$ cat src/rtl/alu_op_sequencer.sv
// alu_op_sequencer
//   Drives an external 8-function combinational ALU from a valid/ready
//   command stream. An N-bit accumulator always feeds ALU operand a; an
//   operation presents a/b/select for one settle cycle (DRIVE) and then
//   captures the ALU result into the accumulator and the result channel.
//   A load command writes cmd_b straight into the accumulator.
//
//   Optional feature macro: ALU_SEQ_ZFLAG_EN
//     Adds output res_zero, set when the captured value is all zeros.
//
// Ports
//   clk, rst             clock (rising edge), async active-high reset
//   cmd_valid/cmd_ready  command handshake; ready only while IDLE
//   cmd_load             1 = load acc with cmd_b, 0 = ALU op cmd_op
//   cmd_op, cmd_b        ALU select and operand b (or load value)
//   alu_a/alu_b/alu_s    registered ALU operands and select
//   alu_y                ALU result (combinational return)
//   res_valid/res_ready  result handshake
//   res_data             registered result value
//   acc                  current accumulator
//   res_zero             (ALU_SEQ_ZFLAG_EN only) result-is-zero flag
module alu_op_sequencer #(
    parameter int N = 8
) (
    input  logic         clk,
    input  logic         rst,
    input  logic         cmd_valid,
    output logic         cmd_ready,
    input  logic         cmd_load,
    input  logic [2:0]   cmd_op,
    input  logic [N-1:0] cmd_b,
    output logic [N-1:0] alu_a,
    output logic [N-1:0] alu_b,
    output logic [2:0]   alu_s,
    input  logic [N-1:0] alu_y,
    output logic         res_valid,
    input  logic         res_ready,
    output logic [N-1:0] res_data,
    output logic [N-1:0] acc
`ifdef ALU_SEQ_ZFLAG_EN
    ,
    output logic         res_zero
`endif
);

    typedef enum logic [1:0] {
        IDLE   = 2'd0,
        DRIVE  = 2'd1,
        RESULT = 2'd2
    } state_t;

    state_t state;

    // Ready is a pure decode of state so a command can be accepted on the
    // very first edge in IDLE.
    assign cmd_ready = (state == IDLE);

    always_ff @(posedge clk or posedge rst) begin
        if (rst) begin
            state     <= IDLE;
            acc       <= '0;
            alu_a     <= '0;
            alu_b     <= '0;
            alu_s     <= '0;
            res_data  <= '0;
            res_valid <= 1'b0;
`ifdef ALU_SEQ_ZFLAG_EN
            res_zero  <= 1'b0;
`endif
        end else begin
            case (state)
                IDLE: begin
                    if (cmd_valid) begin
                        if (cmd_load) begin
                            acc       <= cmd_b;
                            res_data  <= cmd_b;
                            res_valid <= 1'b1;
`ifdef ALU_SEQ_ZFLAG_EN
                            res_zero  <= (cmd_b == '0);
`endif
                            state     <= RESULT;
                        end else begin
                            // b is registered even for shift ops; the ALU ignores it.
                            alu_a <= acc;
                            alu_b <= cmd_b;
                            alu_s <= cmd_op;
                            state <= DRIVE;
                        end
                    end
                end
                DRIVE: begin
                    // Operands have been stable for one full cycle; alu_y is settled.
                    acc       <= alu_y;
                    res_data  <= alu_y;
                    res_valid <= 1'b1;
`ifdef ALU_SEQ_ZFLAG_EN
                    res_zero  <= (alu_y == '0);
`endif
                    state     <= RESULT;
                end
                RESULT: begin
                    if (res_ready) begin
                        res_valid <= 1'b0;
                        state     <= IDLE;
                    end
                end
                default: state <= IDLE;
            endcase
        end
    end

endmodule

$ cat config.mk
export PLATFORM = sky130hd
export DESIGN_NAME = alu_op_sequencer
export DESIGN_NICKNAME = d
export VERILOG_FILES = /design/src/rtl/alu_op_sequencer.sv
export SDC_FILE = /design/constraint.sdc
export NUM_CORES = 1
export LEC_CHECK = 0
export CAP_MARGIN = 20
export CORE_UTILIZATION = 41
export CTS_CLUSTER_DIAMETER = 100
export DETAILED_ROUTE_END_ITERATION = 16
export HOLD_SLACK_MARGIN = 0.03
export PLACE_DENSITY = 0.79
export SETUP_SLACK_MARGIN = 0.05
export SLEW_MARGIN = 40
export SYNTH_ARGS = -nofsm -noshare
export SYNTH_HDL_FRONTEND = slang
export SYNTH_SLANG_ARGS = --single-unit
$ cat constraint.sdc
create_clock -name clk -period 1.7 [get_ports clk]
set_input_delay 0.34 -clock clk [delete_from_list [all_inputs] [get_ports clk]]
set_output_delay 0.34 -clock clk [all_outputs]
set_load 0.02 [all_outputs]
Word-level counts from Yosys, hierarchy flattened
Index checks and enable logic that the tools add are counted.
{"block": "op_classes", "add_sub_neg": 0, "multipliers": 0, "n_div": 0, "order_cmp": 0, "eq_ne": 5, "shifts": 0, "n_mux": 11, "bitwise_logic": 1, "n_reduce_logical": 7}
{"operator": "$mux W8", "n": 2}
{"operator": "$pmux W8 S2", "n": 1}
{"operator": "$mux W2", "n": 3}
{"operator": "$pmux W2 S3", "n": 1}
{"operator": "$reduce_and A3 Y1", "n": 2}
{"operator": "$ne A2 B2 Y1 const B", "n": 2}
{"operator": "$reduce_and A4 Y1", "n": 1}
{"operator": "$mux W1", "n": 3}
{"operator": "$pmux W1 S3", "n": 1}
{"operator": "$reduce_bool A3 Y1", "n": 1}
{"operator": "$eq A2 B1 Y1 const B", "n": 1}
{"operator": "$eq A2 B2 Y1 const B", "n": 1}
{"operator": "$logic_not A2 Y1", "n": 1}
{"operator": "$ne A2 B1 Y1 const B", "n": 1}
{"operator": "$reduce_and A2 Y1", "n": 1}
{"operator": "$reduce_bool A2 Y1", "n": 1}
{"operator": "$not A1 Y1", "n": 1}
{"block": "word_totals", "ff_bits": 30, "latch_bits": 0, "ram_bits": 0, "rom_bits": 0, "inputBits": 24, "word_cells": 30, "memories": 0}

Longest topological paths before layout
{"block": "logic_depth", "ltp_word": 3, "ltp_mapped": 5, "depth_no_buf": 3}

Worst setup path before layout
No wires, ideal clock.
{"block": "synth_timing", "path_type": "reg2reg", "from": "register state[1]", "to": "register acc[0]", "arrival_ns": 1.323, "required_time_ns": 1.575, "setup_slack_ns": 0.252, "path_stages_with_launch": 6, "path_buffers": 2, "cell_sequence": "dfrtp_1 > buf_4 > nor2b_1 > buf_6 > mux2_4 > mux2_2"}
{"block": "synth_via", "elab_chain_cells": 3}
{"element": "start: declaration", "line": "52", "source": "state_t state;"}
{"element": "start signal: assignment", "line": "60", "source": "state <= IDLE;"}
{"element": "start signal: assignment", "line": "81", "source": "state <= RESULT;"}
{"element": "start signal: assignment", "line": "87", "source": "state <= DRIVE;"}
{"element": "$eq A2 B1 Y1 or $logic_not A2 Y1 (tied branches)", "line": "71", "source": "case (state)"}
{"element": "$reduce_bool A2 Y1 (no source line) (tied with other cells)"}
{"element": "$reduce_and A3 Y1 (no source line)"}
{"element": "end signal: assignment", "line": "75", "source": "acc <= cmd_b;"}
{"element": "end signal: assignment", "line": "93", "source": "acc <= alu_y;"}
{"element": "end: declaration", "line": "39", "source": "output logic [N-1:0] acc"}
Several ways; a longest one is shown, not always the timed one.
A chain may end at the register's enable or synchronous reset.

Worst setup path after layout
{"block": "layout_timing", "from": "register state[1]", "to": "output port cmd_ready"}
{"block": "layout_via", "elab_chain_cells": 1}
{"element": "$logic_not A2 Y1", "line": "56", "source": "assign cmd_ready = (state == IDLE);"}
{"element": "end: declaration", "line": "28", "source": "output logic cmd_ready,"}
Every way passes these cells.

==> results <==
- Row generation in the floorplan step produced 20 rows.
- The part of the total power dissipated in combinational logic is 47.5%.
- The total of hold buffers inserted after clock tree synthesis is 0.
- The area of the die is 3511 um^2.
- The number of detailed-routing iterations run before antenna repair is 2.
- The leakage power summed over all cells is 1.032 nW.
- The total number of H-tree levels is 2.
- The final cell area excluding filler cells is 2044 um^2.
- Cell internal power was estimated by the tool at 1.906 mW.
- The endpoint type of the worst setup path is an output port.
- The most common cell in the synthesized netlist is sky130_fd_sc_hd__dfrtp_1.
- In the routed design, unresolved DRC markers number 0.
- The worst register-to-register path ends at acc[0].
- The residual antenna-violating net count after detailed routing is 0.
- The highest metal layer with signal wires is met4.
- After global routing the overflow that remains totals 0.
- The number of setup buffers added after CTS is 0.
- The net switching power is 1.177 mW.
- The clock tree root buffer cell is sky130_fd_sc_hd__clkbuf_4.
- The area added between synthesis and finish is 52.14%.
- The leading register cell type out of synthesis is sky130_fd_sc_hd__dfrtp_1.
- The share of total power dissipated in the clock network is 13.9%.
- The number of slew-limit violations in the final report is 0.
- The Yosys warning count is 0.
- The count of unique library cells instantiated by Yosys is 15.
- In this run switching power makes up 38.19% of total power.
- The total cell area at the placement stage is 1972 um^2.
- Across the run, the number of max-cap violations was 0.
- The worst-margin pin slew is 0.3637 ns.
- For the finished layout, the period the worst path requires is 1.570 ns.
- The width of the die is 59.25 um.
- The number of setup violations in the final report is 0.
- The tightest min-delay check is of the in2async type.
- The power per standard cell area is 1508 nW/um^2.
- The sequential fraction of design power is 38.6%.
- The number of synthesized flops with an enable pin is 0.
- Of the synthesized area, sequential elements account for 55.87%.
- The share of layout cells above drive strength 1 is 21.85%.
- Data arrives at the worst endpoint at 1.23 ns.
- The sort of element at the start of the critical path is a flip-flop.
- VDD sags by at most 0.7454 mV.
- In this run the cell area of the synthesized design comes to 1344 um^2.
- The synthesized design spends more area on one cell type than any other, namely sky130_fd_sc_hd__dfrtp_1.
- Global routing used 17.48% of the available tracks.
- For the worst setup path, the data required time is 1.36 ns.
- The detailed router put a total of 1.058 mm of wire on met1.
- The vias per cell is 4.738.
- In this run, the number of DRC markers left after iteration 0 of detailed routing was 5.
- After synthesis, the cell types taking the most area are sky130_fd_sc_hd__dfrtp_1, sky130_fd_sc_hd__mux2_1, sky130_fd_sc_hd__mux2_4.
- The routed length on met3 is 184 um.
- The maximum buffer depth of the clock tree is 2.
- The flow ran to the end, and the final reports show no timing, DRC or antenna violations.
- TritonCTS built the clock tree.
- The worst setup path category is reg2out.
- The number of buffers inserted during clock tree synthesis is 5.
- Along the worst path, the maximum fanout reaches 8.
- The average detailed-routed wire length per instance is 14.33 um.
- The HPWL after detailed placement is 2.073 mm.
- The headroom to the max-slew limit is 75.75%.
- Wire segments on met2 add up to 1.526 mm in the final route.
- Clock-pin slew was measured on the worst setup and hold paths at 0.09 ns.
- The first-pass GRT wire length is 4.374 mm.
- The synthesized instance count is 89.
- Setup repair after global routing left no endpoint under its margin.
- Clock latency on the worst-skew pair, taken at its later pin, is 0.32 ns.
- At the end of the flow, the number of nets in the layout was 174.
- The region available for standard cell placement spans 3078 um^2.
- Counting every net in the synthesized netlist gives 113.
- The total of buffers placed on input and output ports is 60.
- Each instance of the synthesized netlist takes up on average 15.10 um^2.
- The height of the die is 59.25 um.
- The boundary pin count is 61.
- The starting density of the core is 43.66%.
- The largest net degree at the start of global routing is 31.
- The total number of clock tree sinks is 30.
- The number of antenna diodes in the final layout is 0.
- The count of final hold-check violations is 0.
- The critical register-to-register path startpoint is state[1].
- The final total power is 3.084 mW.
- The share of synthesized area in the top cell type comes to 55.87%.
- Setup slack on the worst reg-to-reg path comes out at 0.16 ns.
- By count the netlist is led by sky130_fd_sc_hd__dfrtp_1, sky130_fd_sc_hd__mux2_1, sky130_fd_sc_hd__buf_4.
- The via count of the first global-routing pass is 978.
- The final worst clock skew is 0.007052 ns.
- The share of synthesized registers carrying an async set or reset is 100.0%.
- After synthesis the netlist holds a flip-flop and latch count of 30.
- Across all layers, the routed design uses 924 vias.
- The final weighted congestion of routability-driven global placement is 0.6992.
- The logic depth of the worst register-to-register path is 4.
- The final worst-path cycle share is 92.34%.
- Static timing analysis puts the maximum clock frequency at 637.0 MHz.
- The final layout contains routed wiring with a total length of 2.794 mm.
- The initial antenna violation count is 0.
-- cell usage in the layout, fill, tap and decap left out --
cell	n
sky130_fd_sc_hd__nor4b_4	1
sky130_fd_sc_hd__nand2b_1	1
sky130_fd_sc_hd__nor2b_1	1
sky130_fd_sc_hd__clkinv_2	1
sky130_fd_sc_hd__mux2_4	8
sky130_fd_sc_hd__buf_4	5
sky130_fd_sc_hd__buf_12	1
sky130_fd_sc_hd__clkdlybuf4s50_1	23
sky130_fd_sc_hd__a2bb2oi_1	1
sky130_fd_sc_hd__mux2_2	8
sky130_fd_sc_hd__clkbuf_1	1
sky130_fd_sc_hd__mux2_1	19
sky130_fd_sc_hd__o22ai_1	1
sky130_fd_sc_hd__nor2_1	1
sky130_fd_sc_hd__inv_1	2
sky130_fd_sc_hd__dlymetal6s2s_1	15
sky130_fd_sc_hd__nor2_2	1
sky130_fd_sc_hd__clkbuf_4	5
sky130_fd_sc_hd__a21oi_1	3
sky130_fd_sc_hd__dfrtp_2	2
sky130_fd_sc_hd__dlygate4sd2_1	22
sky130_fd_sc_hd__clkbuf_8	1
sky130_fd_sc_hd__dfrtp_1	28
-- cells by family (layout without fill, tap and decap cells) --
group / count (synthesis) / count (layout) / synth area share (%)
and+or+nand+nor: 5 / 5 / 2.794
muxes: 35 / 35 / 31.57
DFF: 30 / 30 / 55.87
AOI/OAI and AO/OA: 5 / 5 / 2.235
buffers and inverters: 14 / 76 / 7.542
-- how the worst max path moves through the flow --
stage / endpoint / startpoint / depth (start not counted) / slack (ns)
global route: cmd_ready / state[1] / 2 / 0.06
CTS: alu_a[5] / alu_a[5] / 1 / 0.06
detailed placement: alu_b[3] / cmd_valid / 4 / -0.14
floorplan: acc[0] / state[1] / 5 / 0.25
global placement: alu_b[1] / cmd_load / 4 / -0.06
finish: cmd_ready / state[1] / 2 / 0.13
-- worst max-delay path, cell delays in order (launching register included) --
cell and delay [ns]:
sky130_fd_sc_hd__dfrtp_2 0.48, sky130_fd_sc_hd__nor2_1 0.10, sky130_fd_sc_hd__dlygate4sd2_1 0.33
-- routing by layer --
| layer | up-vias | global-route usage [%] |
|---|---|---|
| li1 | 429 | - |
| met1 | 454 | 17.24 |
| met2 | 38 | 33.23 |
| met3 | 3 | 6.332 |
| met4 | 0 | 5.782 |
| met5 | - | 0 |
-- state kept, by name, summed over array words and instances (netlist names) --
register and cells:
alu_a 8, acc 8, res_valid 1, alu_b 8
alu_s 3, state 2
-- per-stage QoR --
step	hold slack, ns	setup TNS, ns	setup WS [ns]	std cells	utilization [%]
4_1_cts	0.3861	0	0.05563	195	65.12
6_report	0.3799	0	0.1302	195	66.42
3_3_place_gp	0.4698	-0.9977	-0.05635	187	64.07
2_1_floorplan	0.4291	0	0.2521	89	-
3_5_place_dp	0.4741	-2.726	-0.1362	187	64.07
5_1_grt	0.4206	0	0.06499	195	66.42
-- layout make-up --
class | instances | area [um^2]
Timing Repair Buffer | 66 | 668.1
Inverter | 2 | 7.507
Clock buffer | 7 | 55.05
Sequential cell | 30 | 753.2
Multi-Input combinational cell | 45 | 500.5
Tap cell | 44 | 55.05
Fill cell | 249 | 1033
Clock inverter | 1 | 5.005
-- timing repair --
item,CTS,global route
endpoints found under the hold margin,0,0
endpoints found under the setup margin,22,20
resized for setup,22,17
-- power groups by stage --
| stage | registers [mW] | clock network (mW) | logic, mW |
|---|---|---|---|
| global route | 1.24 | 0.477 | 1.55 |
| finish | 1.19 | 0.427 | 1.46 |
| detailed placement | 1.22 | 0 | 1.66 |
| floorplan | 1.52 | 0 | 0.565 |
| CTS | 1.20 | 0.442 | 1.51 |
| global placement | 1.20 | 0 | 1.63 |
(Power assumes the default switching activity.)
